===== src/rtl/multi_rate_blinker_pkg.sv =====
// rtl/multi_rate_blinker_pkg.sv - shared widths, mode encodings and half-period helper for the blinker
package multi_rate_blinker_pkg;

    typedef enum logic {
        MODE_SQUARE = 1'b0,
        MODE_STROBE = 1'b1
    } mode_e;

    function automatic int unsigned rate_w(input int unsigned num_rates);
        return (num_rates > 1) ? $clog2(num_rates) : 1;
    endfunction

    function automatic int unsigned sel_w(input int unsigned num_ch);
        return (num_ch > 1) ? $clog2(num_ch) : 1;
    endfunction

    function automatic logic [63:0] half_period(input logic [63:0] base_ticks,
                                                input int unsigned idx);
        return base_ticks << idx;
    endfunction

endpackage


===== src/rtl/multi_rate_blinker_blink_channel.sv =====
// rtl/multi_rate_blinker_blink_channel.sv - one light channel: rate index, countdown, toggle flop, mode mux
module blink_channel
    import multi_rate_blinker_pkg::*;
#(
    parameter int unsigned NUM_RATES  = 4,
    parameter int unsigned BASE_TICKS = 1000000,
    parameter int unsigned CNT_W      = 32,
    localparam int unsigned RW        = rate_w(NUM_RATES)
) (
    input  logic          clk_i,
    input  logic          rst_ni,
    input  logic          en_i,
    input  logic          mode_i,
    input  logic          inc_i,
    input  logic          dec_i,
    output logic [RW-1:0] idx_o,
    output logic          out_o
);

    localparam logic [RW-1:0]    MAX_IDX   = RW'(NUM_RATES - 1);
    localparam logic [CNT_W-1:0] RESET_CNT = CNT_W'(BASE_TICKS - 1);

    logic [RW-1:0]    idx_q, idx_d;
    logic [CNT_W-1:0] cnt_q, cnt_d;
    logic             tog_q, tog_d;
    logic             out_q, out_d;
    logic [CNT_W-1:0] reload;
    logic             tick;

    always_comb begin
        idx_d  = idx_q;
        cnt_d  = cnt_q;
        tog_d  = tog_q;
        tick   = 1'b0;
        if (inc_i && !dec_i && idx_q != MAX_IDX) begin
            idx_d = idx_q + RW'(1);
        end else if (dec_i && !inc_i && idx_q != '0) begin
            idx_d = idx_q - RW'(1);
        end
        reload = CNT_W'(half_period(64'(BASE_TICKS), 32'(idx_d)) - 64'd1);

        // A rate change restarts the period without touching the output level.
        if (!en_i) begin
            cnt_d = reload;
            tog_d = 1'b0;
        end else if (idx_d != idx_q) begin
            cnt_d = reload;
        end else if (cnt_q == '0) begin
            cnt_d = reload;
            tick  = 1'b1;
            tog_d = ~tog_q;
        end else begin
            cnt_d = cnt_q - CNT_W'(1);
        end
        out_d = en_i && ((mode_i == MODE_STROBE) ? tick : tog_d);
    end

    always_ff @(posedge clk_i or negedge rst_ni) begin
        if (!rst_ni) begin
            idx_q <= '0;
            cnt_q <= RESET_CNT;
            tog_q <= 1'b0;
            out_q <= 1'b0;
        end else begin
            idx_q <= idx_d;
            cnt_q <= cnt_d;
            tog_q <= tog_d;
            out_q <= out_d;
        end
    end

    assign idx_o = idx_q;
    assign out_o = out_q;

endmodule


===== src/rtl/multi_rate_blinker.sv =====
// rtl/multi_rate_blinker.sv - button edge detect, channel select decode and per-channel blinker array
module multi_rate_blinker
    import multi_rate_blinker_pkg::*;
#(
    parameter int unsigned NUM_CH     = 4,
    parameter int unsigned NUM_RATES  = 4,
    parameter int unsigned BASE_TICKS = 1000000,
    parameter int unsigned CNT_W      = 32,
    localparam int unsigned RW        = rate_w(NUM_RATES),
    localparam int unsigned SW        = sel_w(NUM_CH)
) (
    input  logic                 clk,
    input  logic                 rst,
    input  logic                 shift_left,
    input  logic                 shift_right,
    input  logic [SW-1:0]        ch_sel,
    input  logic [NUM_CH-1:0]    ch_en,
    input  logic [NUM_CH-1:0]    mode,
    output logic [NUM_CH-1:0]    out_light,
    output logic [NUM_CH*RW-1:0] rate_idx
);

    logic left_prev_q, right_prev_q;
    logic left_edge_q, right_edge_q;
    logic left_edge_d, right_edge_d;

    assign left_edge_d  = shift_left  & ~left_prev_q;
    assign right_edge_d = shift_right & ~right_prev_q;

    // Edges are registered so rate steps land two cycles after the button level.
    always_ff @(posedge clk or negedge rst) begin
        if (!rst) begin
            left_prev_q  <= 1'b0;
            right_prev_q <= 1'b0;
            left_edge_q  <= 1'b0;
            right_edge_q <= 1'b0;
        end else begin
            left_prev_q  <= shift_left;
            right_prev_q <= shift_right;
            left_edge_q  <= left_edge_d;
            right_edge_q <= right_edge_d;
        end
    end

    for (genvar i = 0; i < NUM_CH; i++) begin : g_ch
        logic          sel_hit;
        logic [RW-1:0] ch_idx;
        logic          ch_out;

        assign sel_hit = (ch_sel == SW'(i));

        blink_channel #(
            .NUM_RATES  (NUM_RATES),
            .BASE_TICKS (BASE_TICKS),
            .CNT_W      (CNT_W)
        ) u_ch (
            .clk_i  (clk),
            .rst_ni (rst),
            .en_i   (ch_en[i]),
            .mode_i (mode[i]),
            .inc_i  (right_edge_q & sel_hit),
            .dec_i  (left_edge_q & sel_hit),
            .idx_o  (ch_idx),
            .out_o  (ch_out)
        );

        assign out_light[i]          = ch_out;
        assign rate_idx[i*RW +: RW]  = ch_idx;
    end

endmodule


===== config.mk =====
export PLATFORM = sky130hd
export DESIGN_NAME = multi_rate_blinker
export DESIGN_NICKNAME = d
export VERILOG_FILES = /design/src/rtl/multi_rate_blinker_pkg.sv /design/src/rtl/multi_rate_blinker_blink_channel.sv /design/src/rtl/multi_rate_blinker.sv
export SDC_FILE = /design/constraint.sdc
export NUM_CORES = 1
export LEC_CHECK = 0
export CAP_MARGIN = 20
export CORE_ASPECT_RATIO = 1.75
export CORE_MARGIN = 3
export CORE_UTILIZATION = 60
export DETAILED_ROUTE_END_ITERATION = 6
export PLACE_DENSITY = 0.78
export SLEW_MARGIN = 40
export SYNTH_ARGS = -nofsm -noshare
export SYNTH_HDL_FRONTEND = slang
export SYNTH_SLANG_ARGS = --single-unit
export TNS_END_PERCENT = 50

===== constraint.sdc =====
create_clock -name clk -period 3.7 [get_ports clk]
set_input_delay 0.37 -clock clk [delete_from_list [all_inputs] [get_ports clk]]
set_output_delay 0.37 -clock clk [all_outputs]
set_load 0.03 [all_outputs]

======== Yosys cells after proc, flatten, opt, wreduce, memory -nomap -nowiden ========
Index checks and enable logic that the tools add are counted.
Widths: inputs -> output; s select.
cells by class
  add/subtract/negate cells ............... 16
  equality and inequality tests ........... 11
  shift-type cells ........................ 4
  mux-type cells .......................... 48
  bitwise logic cells ..................... 16
  reduce and logical (&&, ||, !) cells .... 37
operators by type and width
  cell                   count
  $mux 32                12
  $sub 32x1->32 const B  8
  $logic_not 32->1       4
  $shl 20x2->32 const A  4
  $mux 1                 28
  $logic_and 1x1->1      20
  $mux 2                 8
  $and 1x1->1            10
  $add 2x1->2 const B    4
  $logic_not 1->1        8
  $ne 2x2->1             4
  $ne 2x2->1 const B     4
  $reduce_bool 2->1      4
  $sub 2x1->2 const B    4
  $not 1->1              6
  $eq 2x2->1 const B     2
  $eq 2x1->1 const B     1
  $logic_not 2->1        1
storage, ports and cells
  register bits ........................... 148
  input port bits ......................... 14
  output and inout bits ................... 12
  logic and storage cells ................. 152

======== Longest topological paths before layout ========
  word-level depth ........................ 12
  gate-level depth with buffers ........... 11
  gate-level depth less buffers ........... 11

======== Cells and area by module ========
A second synthesis with hierarchy kept.
second synthesis, totals
  cells, all modules ...................... 877
  area total of the unflattened synthesis .. 8,733.4 um^2
by module, submodules not included
  module                            times used  cells each  area each (um^2)  sequential area each (um^2)
  blink_channel (g_ch[1].u_ch ...)  3           211         2,119.5           915.9
  blink_channel (g_ch[0].u_ch)      1           226         2,169.6           915.9
  multi_rate_blinker                1           18          205.2             100.1

======== Least setup slack after synthesis ========
No wires, ideal clock.
  path kind ............................... register -> register
  from .................................... reg g_ch[0].u_ch.idx_q[0]
  to ...................................... reg g_ch[0].u_ch.cnt_q[11]
  library setup time ...................... 0.125 ns
  arrival time ............................ 2.623 ns
  required time ........................... 3.575 ns
  path slack .............................. 0.952 ns
  cell stages (with the launch flop) ...... 9
  path buffers ............................ 0
  period minus slack after synthesis ...... 2.748 ns
  path through ............................ dfrtp_1 -> ha_1 -> or4b_2 -> nor2_1 -> a21oi_1 -> xnor2_1 -> inv_1 -> ha_1 -> mux2_2
between the ends
  cells in the longest elaborated chain, start to end .. 9
  elaborated cells between the ends (all ways) .. 14
  classes of those cells .................. add/sub (3); eq/ne (2); shift (1); mux (5); reduce/logical (3)
ends and longest elaborated chain
  item                                                 line                                    source
  from (decl)                                          multi_rate_blinker_blink_channel.sv:23  logic [RW-1:0] idx_q, idx_d;
  from (signal assigned)                               multi_rate_blinker_blink_channel.sv:65  idx_q <= idx_d;
  branches (longest 3 deep; another with $sub 2x1->2)  --
  $mux 2 (*)                                           multi_rate_blinker_blink_channel.sv:35  if (inc_i && !dec_i && idx_q != MAX_IDX) begin
  via g_ch[0].u_ch.idx_d[0]                            multi_rate_blinker_blink_channel.sv:23
  $shl 20x2->32                                        multi_rate_blinker_pkg.sv:19            return base_ticks << idx;
  $sub 32x1->32                                        multi_rate_blinker_blink_channel.sv:40  reload = CNT_W'(half_period(64'(BASE_TICKS), 32'(idx_d)) - 64'd1);
  $mux 32                                              multi_rate_blinker_blink_channel.sv:48  end else if (cnt_q == '0) begin
  $mux 32                                              multi_rate_blinker_blink_channel.sv:46  end else if (idx_d != idx_q) begin
  $mux 32 (*)                                          multi_rate_blinker_blink_channel.sv:43  if (!en_i) begin
  via g_ch[0].u_ch.cnt_d[11]                           multi_rate_blinker_blink_channel.sv:24  logic [CNT_W-1:0] cnt_q, cnt_d;
  to (signal assigned)                                 multi_rate_blinker_blink_channel.sv:66  cnt_q <= cnt_d;
  to (decl)                                            multi_rate_blinker_blink_channel.sv:24
Mark *: on every way through the listed nets, which the timed path passes.

======== Worst setup path in the final report ========
Ends and elaborated chain as after synthesis.

==> impl_metrics.csv <==
group,metric,value,unit
cts,clockBufferDepth,2,
power,power_switching,2.02,mW
detailed_routing,drt-total-wl,17.1,mm
floorplanning,dieArea,15500,sq um
critical_path,crit_chain,"ha_1, or4b_2, nor2_1, a21oi_1, xnor2_1, inv_1, ha_1, mux2_2",
sta,holdWs,0.384,ns
critical_path,r2r-start,"g_ch[0].u_ch.idx_o[0]",
global_route,grtUsageTotal,23.7,%
floorplanning,rows,56,
cts,cts_tree,"built",
cts,numClockSinks,148,
cts,clk_pin_slew,0.07,ns
detailed_routing,highest_layer,"met4",
critical_path,crit_fanout,6,
cts,cts-root-buf,"clkbuf_16",
synth,synth_top_cells_by_count,"dfrtp_1 (100), nor2_1 (78), xnor2_1 (75), dfstp_2 (48), ha_1 (48)",
flow_run,maxCapViolations,0,
floorplanning,start_util,62.1,%
power,p_sw_share,34.4,%
sta,rsz0062_at_grt,"no",
outcome,outcome,"complete, no violations",
detailed_routing,route.detailed.drc,0,
global_route,grt.overflow.total,0,
sta,finalClockSkew,0.0114,ns
detailed_routing,drt_iter0_drc,276,
synth,syn_area,8400,sq um
synth,synth.most_common_cell,"dfrtp_1",
sta,worst_pin_slew,0.748,ns
placement,place_area,8770,sq um
cts,cts_setup_buffers,0,
synth,synth_edf_count,0,
cts,clock_latency,0.43,ns
placement,io_buffer_count,25,
cts,cts_max_level,4,
detailed_routing,dr.pass1.iters,4,
critical_path,cpMaxStageDelayCell,"or4b_2",
detailed_routing,wl_met1,6.97,mm
floorplanning,die_h,163,um
critical_path,critPathTopFamily,"simple AND/OR/NAND/NOR gates",
power,clkPwrFrac,31.3,%
critical_path,r2r_cells,8,
global_route,grt_max_degree,107,
cts,cts_made_buffers,17,
synth,synth_cells,824,
detailed_routing,vias,6129,
critical_path,crit_path_start_kind,"flip-flop",
synth,synthArstFlopShare,100,%
synth,ys_seq_area_share,44.8,%
floorplanning,io_pins,26,
critical_path,slowest_delay,0.62,ns
synth,synth_fp_nets,886,
detailed_routing,wl_met3,553,um
critical_path,rrSetupSlack,0.78,ns
global_route,grt_first_pass_wirelength,29.4,mm
global_route,first_global_vias,6345,
worst_hold_path,hold_class,"input pin to async pin",
critical_path,worstPathRequired,4.01,ns
sta,finalCritPeriodShare,78.9,%
finish,fin_area,9440,sq um
detailed_routing,dr_wl_met2,9.31,mm
sta,slew_headroom,49.7,%
synth,syn_area_per_cell,10.2,sq um
detailed_routing,vias_per_cell,5.94,
finish,drive_gt1_share,13.9,%
finish,syn2layout_area_growth,12.4,%
finish,diodes,0,
sta,finalHoldViolCount,0,
synth,yosys_warnings,0,
synth,ys_top_cells_by_area,"dfrtp_1 (30%), dfstp_2 (15%), xnor2_1 (7.8%), ha_1 (7.2%), mux2i_1 (4.6%)",
detailed_routing,ant_nets,0,
sta,fin_setup_tns,0,ns
synth,yosys_register_bits,148,
power,seqPwrFrac,41.6,%
synth,yosysUniqueCellTypes,53,
sta,slew_viol_final,0,
floorplanning,core_area,13500,sq um
power,power.leakage,3.90,nW
placement,gp_congestion,0.828,
sta,fmax,343,MHz
synth,synth_top_area_share,29.8,%
critical_path,crit_arrival,3.23,ns
power,vdd_drop_max,0.364,mV
critical_path,cp-end-kind,"flip-flop",
sta,setup_viol,0,
finish,stdcell_count,1031,
cts,ctsResizeCount,0,
detailed_routing,wire_per_inst,16.6,um
cts,postCtsHoldBufs,0,
critical_path,path_buf_inv,1,
placement,dp.final_hpwl,11.9,mm
floorplanning,die_w,95.4,um
global_route,grt_antenna_before_repair,0,
power,powerDensity,623,nW/um^2
finish,num-nets-final,906,
power,p_comb_share,27.1,%
critical_path,r2r-end,"g_ch[0].u_ch.cnt_q[11]",
critical_path,critPathKind,"flip-flop to flip-flop",
sta,period_needed,2.92,ns
synth,yosysTopAreaCell,"dfrtp_1",
placement,dp.cells,997,
synth,synthFlopType,"dfrtp_1",
power,internal_power,3.86,mW
power,design_power_total,5.88,mW
critical_path,cpMostUsedCell,"ha_1",
cells in the final DEF (no fill, tap or decap), types with 17 or more instances in the layout:
cell / netlist / routed
a21oi_1: 35 / 35
clkbuf_16: 0 / 17
clkdlybuf4s50_1: 0 / 24
dfrtp_1: 100 / 100
dfstp_2: 48 / 48
ha_1: 48 / 48
inv_1: 32 / 32
mux2i_1: 39 / 39
nand2_1: 46 / 46
nand3_1: 19 / 19
nor2_1: 78 / 78
nor3_1: 35 / 35
nor4_1: 44 / 43
or4_1: 25 / 25
xnor2_1: 75 / 75
xor2_1: 41 / 41
logic make-up after synthesis:
family | share of synthesized area (%)
AND/OR/NAND/NOR | 21.9
flip-flops | 44.8
XOR/XNOR | 12.1
buffers and inverters | 3.47
AO/OA/AOI/OAI | 4.13
multiplexers | 6.44
adder cells (fa/ha/maj) | 7.15
final cells by class:
cell class | instances | area [sq um]
Multi-Input combinational cell | 611 | 4350
Fill cell | 957 | 4090
Sequential cell | 148 | 3760
Clock buffer | 18 | 439
Timing Repair Buffer | 34 | 358
Tap cell | 174 | 218
Clock inverter | 14 | 189
Inverter | 32 | 120
power groups by stage:
stage	clock, mW	combinational [mW]	sequential, mW
floorplan	0	1.07	2.45
global placement	0	1.49	2.43
detailed placement	0	1.56	2.46
CTS	1.87	1.60	2.44
global route	1.93	1.77	2.50
finish	1.84	1.59	2.45
metrics by stage:
stage / util [%] / setup WS, ns
4_1_cts: 69.5 / 0.815
5_1_grt: 69.8 / 0.615
6_report: 69.8 / 0.781
3_3_place_gp: 64.8 / 0.608
2_1_floorplan: - / 0.952
3_5_place_dp: 64.8 / 0.489
metal layers:
metal  track usage, %  vias to the layer above
met4             7.77                        0
li1                 -                     2914
met1             27.7                     3071
met2             42.9                      110
met3             4.44                       34
met5                0                        -
registers in the layout, indices dropped and copies added (netlist names):
name / flops
g_ch.u_ch.tog_q: 4
g_ch.u_ch.cnt_q: 128
left_edge_q: 1
right_prev_q: 1
left_prev_q: 1
g_ch.u_ch.out_o: 4
g_ch.u_ch.idx_o: 8
right_edge_q: 1
worst reg2reg max path, stage by stage, from the launching register on:
cell and delay [ns]:
dfrtp_1 0.43, ha_1 0.22, or4b_2 0.62, nor2_1 0.21
a21oi_1 0.11, xnor2_1 0.49, inv_1 0.19, ha_1 0.28
mux2_2 0.26
how the worst max path moves through the flow:
stage / start / to / slack, ns / cells after the start
final: g_ch[0].u_ch.idx_o[0] / g_ch[0].u_ch.cnt_q[11] / 0.78 / 8
after global routing: g_ch[0].u_ch.idx_o[0] / g_ch[0].u_ch.cnt_q[11] / 0.62 / 8
after CTS: g_ch[0].u_ch.idx_o[0] / g_ch[0].u_ch.cnt_q[11] / 0.81 / 8
after detailed placement: ch_sel[1] / g_ch[0].u_ch.cnt_q[11] / 0.49 / 8
after global placement: ch_sel[1] / g_ch[0].u_ch.cnt_q[11] / 0.61 / 8
after floorplan: g_ch[0].u_ch.idx_o[0] / g_ch[0].u_ch.cnt_q[11] / 0.95 / 8
(Power assumes the default switching activity.)
